==> src/rtl/stage_memory.sv <==
// MEM pipeline stage: issues word loads/stores on a req/ack data bus, stalls the
// pipeline while an access is outstanding, and registers results into MEM/WB.
module stage_memory #(
  parameter int unsigned ACK_TIMEOUT   = 255,
  parameter logic [31:0] TIMEOUT_RDATA = 32'hDEAD_BEEF
) (
  input  logic        clk,
  input  logic        rst,
  input  logic        wb_clear,
  input  logic        mem_reg_write,
  input  logic        mem_mem_write,
  input  logic [1:0]  mem_result_src,
  input  logic [31:0] mem_alu_result,
  input  logic [31:0] mem_write_data,
  input  logic [31:0] mem_pc_plus_4,
  input  logic [31:0] mem_imm_ext,
  input  logic [4:0]  mem_rd,
  output logic        bus_req,
  output logic        bus_we,
  output logic [31:0] bus_addr,
  output logic [31:0] bus_wdata,
  input  logic [31:0] bus_rdata,
  input  logic        bus_ack,
  output logic        mem_stall,
  output logic        bus_error,
  output logic        wb_reg_write,
  output logic [1:0]  wb_result_src,
  output logic [31:0] wb_alu_result,
  output logic [31:0] wb_read_data,
  output logic [31:0] wb_pc_plus_4,
  output logic [31:0] wb_imm_ext,
  output logic [4:0]  wb_rd
);

  typedef enum logic [1:0] {
    ST_IDLE = 2'd0,
    ST_BUSY = 2'd1,
    ST_DONE = 2'd2
  } state_t;

  localparam int unsigned CNT_W = (ACK_TIMEOUT > 1) ? $clog2(ACK_TIMEOUT) : 1;
  localparam logic [CNT_W-1:0] CNT_LAST = (ACK_TIMEOUT == 0) ? '0 : CNT_W'(ACK_TIMEOUT - 1);
  localparam bit TIMEOUT_EN = (ACK_TIMEOUT != 0);

  state_t            state_reg;
  state_t            state_next;
  logic [CNT_W-1:0]  cnt_reg;
  logic [31:0]       hold_reg;
  logic              load_reg;

  logic is_load;
  logic access;
  logic ack_hit;
  logic timeout_hit;

  assign is_load     = (mem_result_src == 2'b01);
  assign access      = mem_mem_write | is_load;
  assign ack_hit     = (state_reg == ST_BUSY) && bus_ack;
  assign timeout_hit = TIMEOUT_EN && (state_reg == ST_BUSY) && !bus_ack && (cnt_reg == CNT_LAST);

  always_ff @(posedge clk) begin
    if (rst) begin
      state_reg <= ST_IDLE;
    end else begin
      state_reg <= state_next;
    end
  end

  always_comb begin
    state_next = state_reg;
    case (state_reg)
      ST_IDLE: if (access) state_next = ST_BUSY;
      ST_BUSY: if (ack_hit || timeout_hit) state_next = ST_DONE;
      ST_DONE: state_next = ST_IDLE;
      default: state_next = ST_IDLE;
    endcase
  end

  // DONE never stalls: the held instruction retires into MEM/WB that cycle.
  always_comb begin
    mem_stall = 1'b0;
    case (state_reg)
      ST_IDLE: mem_stall = access;
      ST_BUSY: mem_stall = 1'b1;
      default: mem_stall = 1'b0;
    endcase
  end

  always_ff @(posedge clk) begin
    if (rst || state_reg != ST_BUSY || ack_hit || timeout_hit) begin
      cnt_reg <= '0;
    end else begin
      cnt_reg <= cnt_reg + 1'b1;
    end
  end

  always_ff @(posedge clk) begin
    if (rst) begin
      bus_req   <= 1'b0;
      bus_we    <= 1'b0;
      bus_addr  <= '0;
      bus_wdata <= '0;
      bus_error <= 1'b0;
      load_reg  <= 1'b0;
      hold_reg  <= '0;
    end else begin
      if (state_reg == ST_IDLE && access) begin
        bus_req   <= 1'b1;
        bus_we    <= mem_mem_write;
        bus_addr  <= {mem_alu_result[31:2], 2'b00};
        bus_wdata <= mem_write_data;
        load_reg  <= is_load & ~mem_mem_write;
      end
      // An ack arriving on the last allowed cycle still wins over the timeout.
      if (ack_hit) begin
        bus_req <= 1'b0;
        if (load_reg) hold_reg <= bus_rdata;
      end else if (timeout_hit) begin
        bus_req   <= 1'b0;
        bus_error <= 1'b1;
        hold_reg  <= TIMEOUT_RDATA;
      end
    end
  end

  always_ff @(posedge clk) begin
    if (rst || wb_clear) begin
      wb_reg_write  <= 1'b0;
      wb_result_src <= '0;
      wb_alu_result <= '0;
      wb_read_data  <= '0;
      wb_pc_plus_4  <= '0;
      wb_imm_ext    <= '0;
      wb_rd         <= '0;
    end else if (mem_stall) begin
      wb_reg_write <= 1'b0;
      wb_rd        <= '0;
    end else begin
      wb_reg_write  <= mem_reg_write;
      wb_result_src <= mem_result_src;
      wb_alu_result <= mem_alu_result;
      wb_pc_plus_4  <= mem_pc_plus_4;
      wb_imm_ext    <= mem_imm_ext;
      wb_rd         <= mem_rd;
      if (is_load) wb_read_data <= hold_reg;
    end
  end

endmodule

==> config.mk <==
export PLATFORM = sky130hd
export DESIGN_NAME = stage_memory
export DESIGN_NICKNAME = d
export VERILOG_FILES = /design/src/rtl/stage_memory.sv
export SDC_FILE = /design/constraint.sdc
export NUM_CORES = 1
export LEC_CHECK = 0
export BUFFER_PORTS_ARGS = -buffer_cell sky130_fd_sc_hd__buf_4
export CORE_AREA = 2 2 175 177
export CTS_CLUSTER_DIAMETER = 50
export DETAILED_ROUTE_END_ITERATION = 10
export DIE_AREA = 0 0 177 179
export PLACE_DENSITY = 0.53
export SLEW_MARGIN = 20
export SYNTH_ARGS = -nofsm -noshare
export SYNTH_HDL_FRONTEND = slang
export SYNTH_SLANG_ARGS = --single-unit
==> constraint.sdc <==
create_clock -name clk -period 4 [get_ports clk]
set_input_delay 0 -clock clk [delete_from_list [all_inputs] [get_ports clk]]
set_output_delay 0 -clock clk [all_outputs]
set_load 0.005 [all_outputs]
* Word level (Yosys, flattened, before mapping)
Index checks and enable logic that the tools add are counted.
** Storage, ports and cells
- Register bits :: 244
- Output and inout bits :: 204
** Operators by class
- Add/sub/neg operators :: 1
- Equal/unequal tests :: 7
- Muxes and demuxes :: 7
- Bitwise gates (word level) :: 5
- Reduce and logical (&&, ||, !) cells :: 18
** Operator list (count)
- 32-bit two-way mux :: 3
- 8-bit by 1-bit adder with 8-bit output, second input constant :: 1
- 8-bit equality test, second input constant :: 1
- 2-bit AND reduction :: 4
- 1-bit logical OR :: 5
- 2-bit by 1-bit equality test with 1-bit output, second input constant :: 2
- 1-bit logical AND :: 4
- 2-bit two-way mux :: 2
- 2-bit by 1-bit inequality test with 1-bit output, second input constant :: 2
- 2-bit inequality test, second input constant :: 2
- 2-bit case mux with 2 select lines :: 1
- 1-bit NOT :: 3
- 3-bit OR reduction :: 1
- 2-bit logical NOT :: 1
- 1-bit case mux with 2 select lines :: 1
- 2-bit nonzero test :: 1
- 2-bit OR reduction :: 1
- 1-bit bitwise AND :: 1
- 1-bit logical NOT :: 1
- 1-bit OR :: 1

* Logic depth before layout (Yosys ltp)
- Word-level depth :: 6
- Mapped depth :: 8

* Least setup slack after synthesis
No wires, ideal clock.
- Kind :: flip-flop to flip-flop
- Start :: reg cnt_reg[0]
- End :: reg hold_reg[14]
- Setup time :: 132 ps
- Data arrival time :: 1375 ps
- Path slack :: 2493 ps
- Cell stages (with the launch flop) :: 8
- Buffers on the path :: 1
- Clock period less this slack :: 1507 ps
- Path through :: dfxtp_1 > inv_1 > ha_1 > nand3_1 > or4_1 > clkbuf_1 > nand3_1 > a21oi_1
** Between the ends
- Cells in the longest elaborated chain, start to end :: 4
** Ends and longest elaborated chain
- start, declared :: line 47 : logic [CNT_W-1:0] cnt_reg;
- start signal, assigned :: line 93 : cnt_reg <= cnt_reg + 1'b1;
- 8-bit equality test :: line 59 : assign timeout_hit = TIMEOUT_EN && (state_reg == ST_BUSY) && !bus_ack && (cnt_reg == CNT_LAST);
- 1-bit logical AND :: line 59
- 2-bit nonzero test (no line)
- 2-bit AND reduction (no line)
- end signal, assigned :: line 117 : if (load_reg) hold_reg <= bus_rdata;
- end, declared :: line 48 : logic [31:0] hold_reg;
No other way between the ends.
A chain may end at the register's enable or synchronous reset.

* Final worst setup path
- Start :: in mem_result_src[0]
- End :: out mem_stall
** Between the ends
- Cells in the longest elaborated chain, start to end :: 3
** Ends and longest elaborated chain
- start, declared :: line 12 : input logic [1:0] mem_result_src,
- 2-bit by 1-bit equality test with 1-bit output :: line 56 : assign is_load = (mem_result_src == 2'b01);
- 1-bit OR :: line 57 : assign access = mem_mem_write | is_load;
- 1-bit case mux with 2 select lines :: line 82 : case (state_reg)
- end, declared :: line 24 : output logic mem_stall,
No other way between the ends.

==> results.json <==
{
  "outcome": "finished, final reports clean",
  "path_cells": "dlygate4sd3_1 > buf_4 > nor2b_1 > o31ai_4 > buf_4 > clkinv_2 > buf_4",
  "remaining_drc_errors": 0,
  "antenna_found_initial": 0,
  "endpoint_kind": "output port",
  "cpMostUsedCell": "buf_4",
  "switching_power_mw": 1.52,
  "finalMaxSlewViolations": 0,
  "max_freq_mhz": 380,
  "chipHeight_um": 179,
  "power.density_nw_per_um2": 433,
  "ant_nets": 0,
  "crit_start": "mem_result_src[0]",
  "grt_pass1_vias": 8408,
  "post_cts_resized": 0,
  "clkPwrFrac_pct": 45.9,
  "num_io_pins": 377,
  "cp_max_fo": 53,
  "initial_core_util_pct": 28.3,
  "cts.reportedPaths.clkPinSlew_ns": 0.06,
  "rr_endpoint": "wb_rd[3]",
  "fin_hold_ws_ns": 0.260,
  "rsz0062_at_grt": "false",
  "p_int_mw": 4.78,
  "syn2layout_area_growth_pct": 71.2,
  "synth-simple-area-share_pct": 24.4,
  "total_power_mw": 6.29,
  "hold_violations": 0,
  "wl_met3_um": 2270,
  "period_minus_slack_ns": 2.63,
  "reg2reg_slack_ns": 1.43,
  "grt_usage_pct": 17.4,
  "cts_root_buf": "clkbuf_16",
  "wirelength_um": 30200,
  "regArea_sq_um": 4880,
  "synthAdderAreaFrac_pct": 0.295,
  "fp.coreArea_sq_um": 30000,
  "cts_buffer_depth": 3,
  "synth_xor_area_share_pct": 0.619,
  "p_comb_share_pct": 13.1,
  "slew_headroom_pct": 26.8,
  "multi_input_area_sq_um": 3250,
  "cp.buffers_inverters": 5,
  "syn_area_sq_um": 8490,
  "power_leakage_nw": 6.20,
  "cts_tree": "built",
  "timing.setup.tns_ns": 0,
  "fin_crit_sh_pct": 65.8,
  "routedWlPerCell_um": 15.0,
  "holdPathStages": 4,
  "gp_congestion": 0.751,
  "slowest_stage": "clkinv_2",
  "fillers": 2883,
  "clock-skew-final_ns": 0.00784,
  "drt-pass1-iter-count": 4,
  "syn-instance-count": 1063,
  "min_path_type": "primary input to flop",
  "r2r_cells": 5,
  "wl_met2_um": 14500,
  "die_w_um": 177,
  "worst_slew_pin_slew_ns": 1.10,
  "drt_iter0_markers": 487,
  "diodes": 0,
  "wl_met1_um": 12800,
  "routed.top_layer": "met4",
  "ctsHtreeMaxLevel": 1,
  "seq_power_share_pct": 41.0,
  "globalRouteOverflowTotal": 0,
  "synth.avg_cell_area_sq_um": 7.99,
  "hold_end": "bus_wdata[1]",
  "crit_family": "buffers and inverters",
  "setup_viol": 0,
  "yosysUniqueCellTypes": 33,
  "grt_pass1_wl_um": 44600,
  "critPathRequiredTime_ns": 4.00,
  "synth_mux_area_share_pct": 0,
  "ys_warn_count": 0,
  "vias": 8886,
  "synth_compound_area_share_pct": 12.8,
  "max_cap_viol_count": 0,
  "p_sw_share_pct": 24.1,
  "timing.rr.start": "state_reg[0]",
  "synth_top_family_by_area": "simple AND/OR/NAND/NOR gates",
  "crit_arrival_ns": 2.63,
  "yosysSeqAreaShare_pct": 57.5,
  "critPathMaxStageDelay_ns": 0.73,
  "layout-drive-gt1-share_pct": 27.4,
  "min_from": "mem_write_data[1]",
  "post-dp-hpwl_um": 19100,
  "ys_ff_latch": 244,
  "cts.sinks": 244,
  "port_buffers": 374,
  "rows": 64,
  "grt_max_degree": 91,
  "clk_latency_ns": 0.54,
  "crit_type": "primary input to output port",
  "cts_buffers": 30,
  "start_kind": "primary input",
  "ir_worst_vdd_v": 0.000289,
  "nNetsFinal": 1765,
  "viasPerCell": 4.42,
  "die-area_sq_um": 31700
}
[area by class of cell]
type / instances / area share [%]
clock buffer: 43 / 5.92
clock inverter: 13 / 1.43
inverter: 5 / 0.138
multi-input combinational: 734 / 22.4
sequential: 244 / 33.6
tap: 396 / 3.41
timing repair buffer: 575 / 33.1
[cell usage after synthesis (all sizes together)]
cell type    n  area [sq um]
o31ai        1          21.3
nand4        1          12.5
nor3b        1          7.51
and2         1          6.26
and3         7          43.8
or4          1          7.51
nand2b       1          6.26
nor4         1          21.3
o21a         1          7.51
nor2        39           146
and2b        1          7.51
ha           2          25.0
clkbuf      53           199
o211ai       1          7.51
nor3        49           245
or2          2          12.5
conb         1          3.75
nor2b        1          6.26
o21ai        2          13.8
nand2      396          1490
xor2         2          17.5
buf         28           149
nand3       13          65.1
dfxtp      244          4880
a21oi      202          1010
xnor2        4          35.0
inv          5          18.8
a22oi        1          7.51
a211oi       2          15.0
[how the worst max path moves through the flow]
stage | depth (start not counted) | slack [ns] | end
global route | 5 | 1.18 | mem_stall
finish | 7 | 1.37 | mem_stall
detailed placement | 6 | 1.50 | wb_imm_ext[2]
floorplan | 7 | 2.49 | hold_reg[14]
CTS | 4 | 1.31 | mem_stall
global placement | 6 | 1.53 | wb_imm_ext[10]
[worst register-to-register path: stages (launching register included)]
cell	delay (ns)
dfxtp_1	0.34
o31ai_4	0.21
buf_4	0.36
buf_4	0.72
and3_1	0.32
dlygate4sd3_1	0.55
[per-stage QoR]
step / instance area [sq um] / utilization [%] / setup WS [ns] / std cells
2_1_floorplan: 8490 / - / 2.49 / 1064
4_1_cts: 14500 / 48.4 / 1.31 / 2010
3_3_place_gp: 11600 / 38.6 / 1.53 / 1766
3_5_place_dp: 11600 / 38.6 / 1.50 / 1766
6_report: 14500 / 48.4 / 1.37 / 2010
5_1_grt: 14500 / 48.4 / 1.18 / 2010
[power groups by stage]
stage	Combinational [mW]	Sequential, mW	Clock, mW
after floorplan	0.290	2.64	0
after global placement	0.680	2.63	0
after detailed placement	0.683	2.63	0
after CTS	0.830	2.58	2.96
after global routing	0.898	2.59	3.08
final	0.822	2.58	2.89
[cells in the final DEF (no fill, tap or decap), drive strengths merged, types with 4 or more instances in the layout]
| master | Yosys | final |
|---|---|---|
| xnor2 | 4 | 4 |
| buf | 28 | 387 |
| and3 | 7 | 7 |
| nand3 | 13 | 13 |
| bufinv | 0 | 5 |
| nor2 | 39 | 39 |
| a21oi | 202 | 202 |
| clkinv | 0 | 5 |
| dlygate4sd3 | 0 | 188 |
| nor3 | 49 | 49 |
| clkbuf | 53 | 43 |
| inv | 5 | 8 |
| nand2 | 396 | 396 |
| dfxtp | 244 | 244 |
[routing by layer]
| metal | vias up | GRT usage, % |
|---|---|---|
| li1 | 4495 | - |
| met1 | 4081 | 21.6 |
| met2 | 270 | 30.2 |
| met3 | 40 | 4.18 |
| met4 | 0 | 4.65 |
| met5 | - | 0 |
[repair_timing]
item | CTS | global route
hold buffers | 188 | 0
hold endpoints to repair | 204 | 0
buffers inserted | 0 | 0
[kinds of logic (layout without fill, tap and decap cells)]
family          Yosys count  after routing
buf+inv                  86            636
other cells               1              2
xor+xnor                  6              6
fa+ha+maj                 2              2
simple gates            514            514
flops                   244            244
compound gates          210            210
Power figures use the tool's default switching activity.
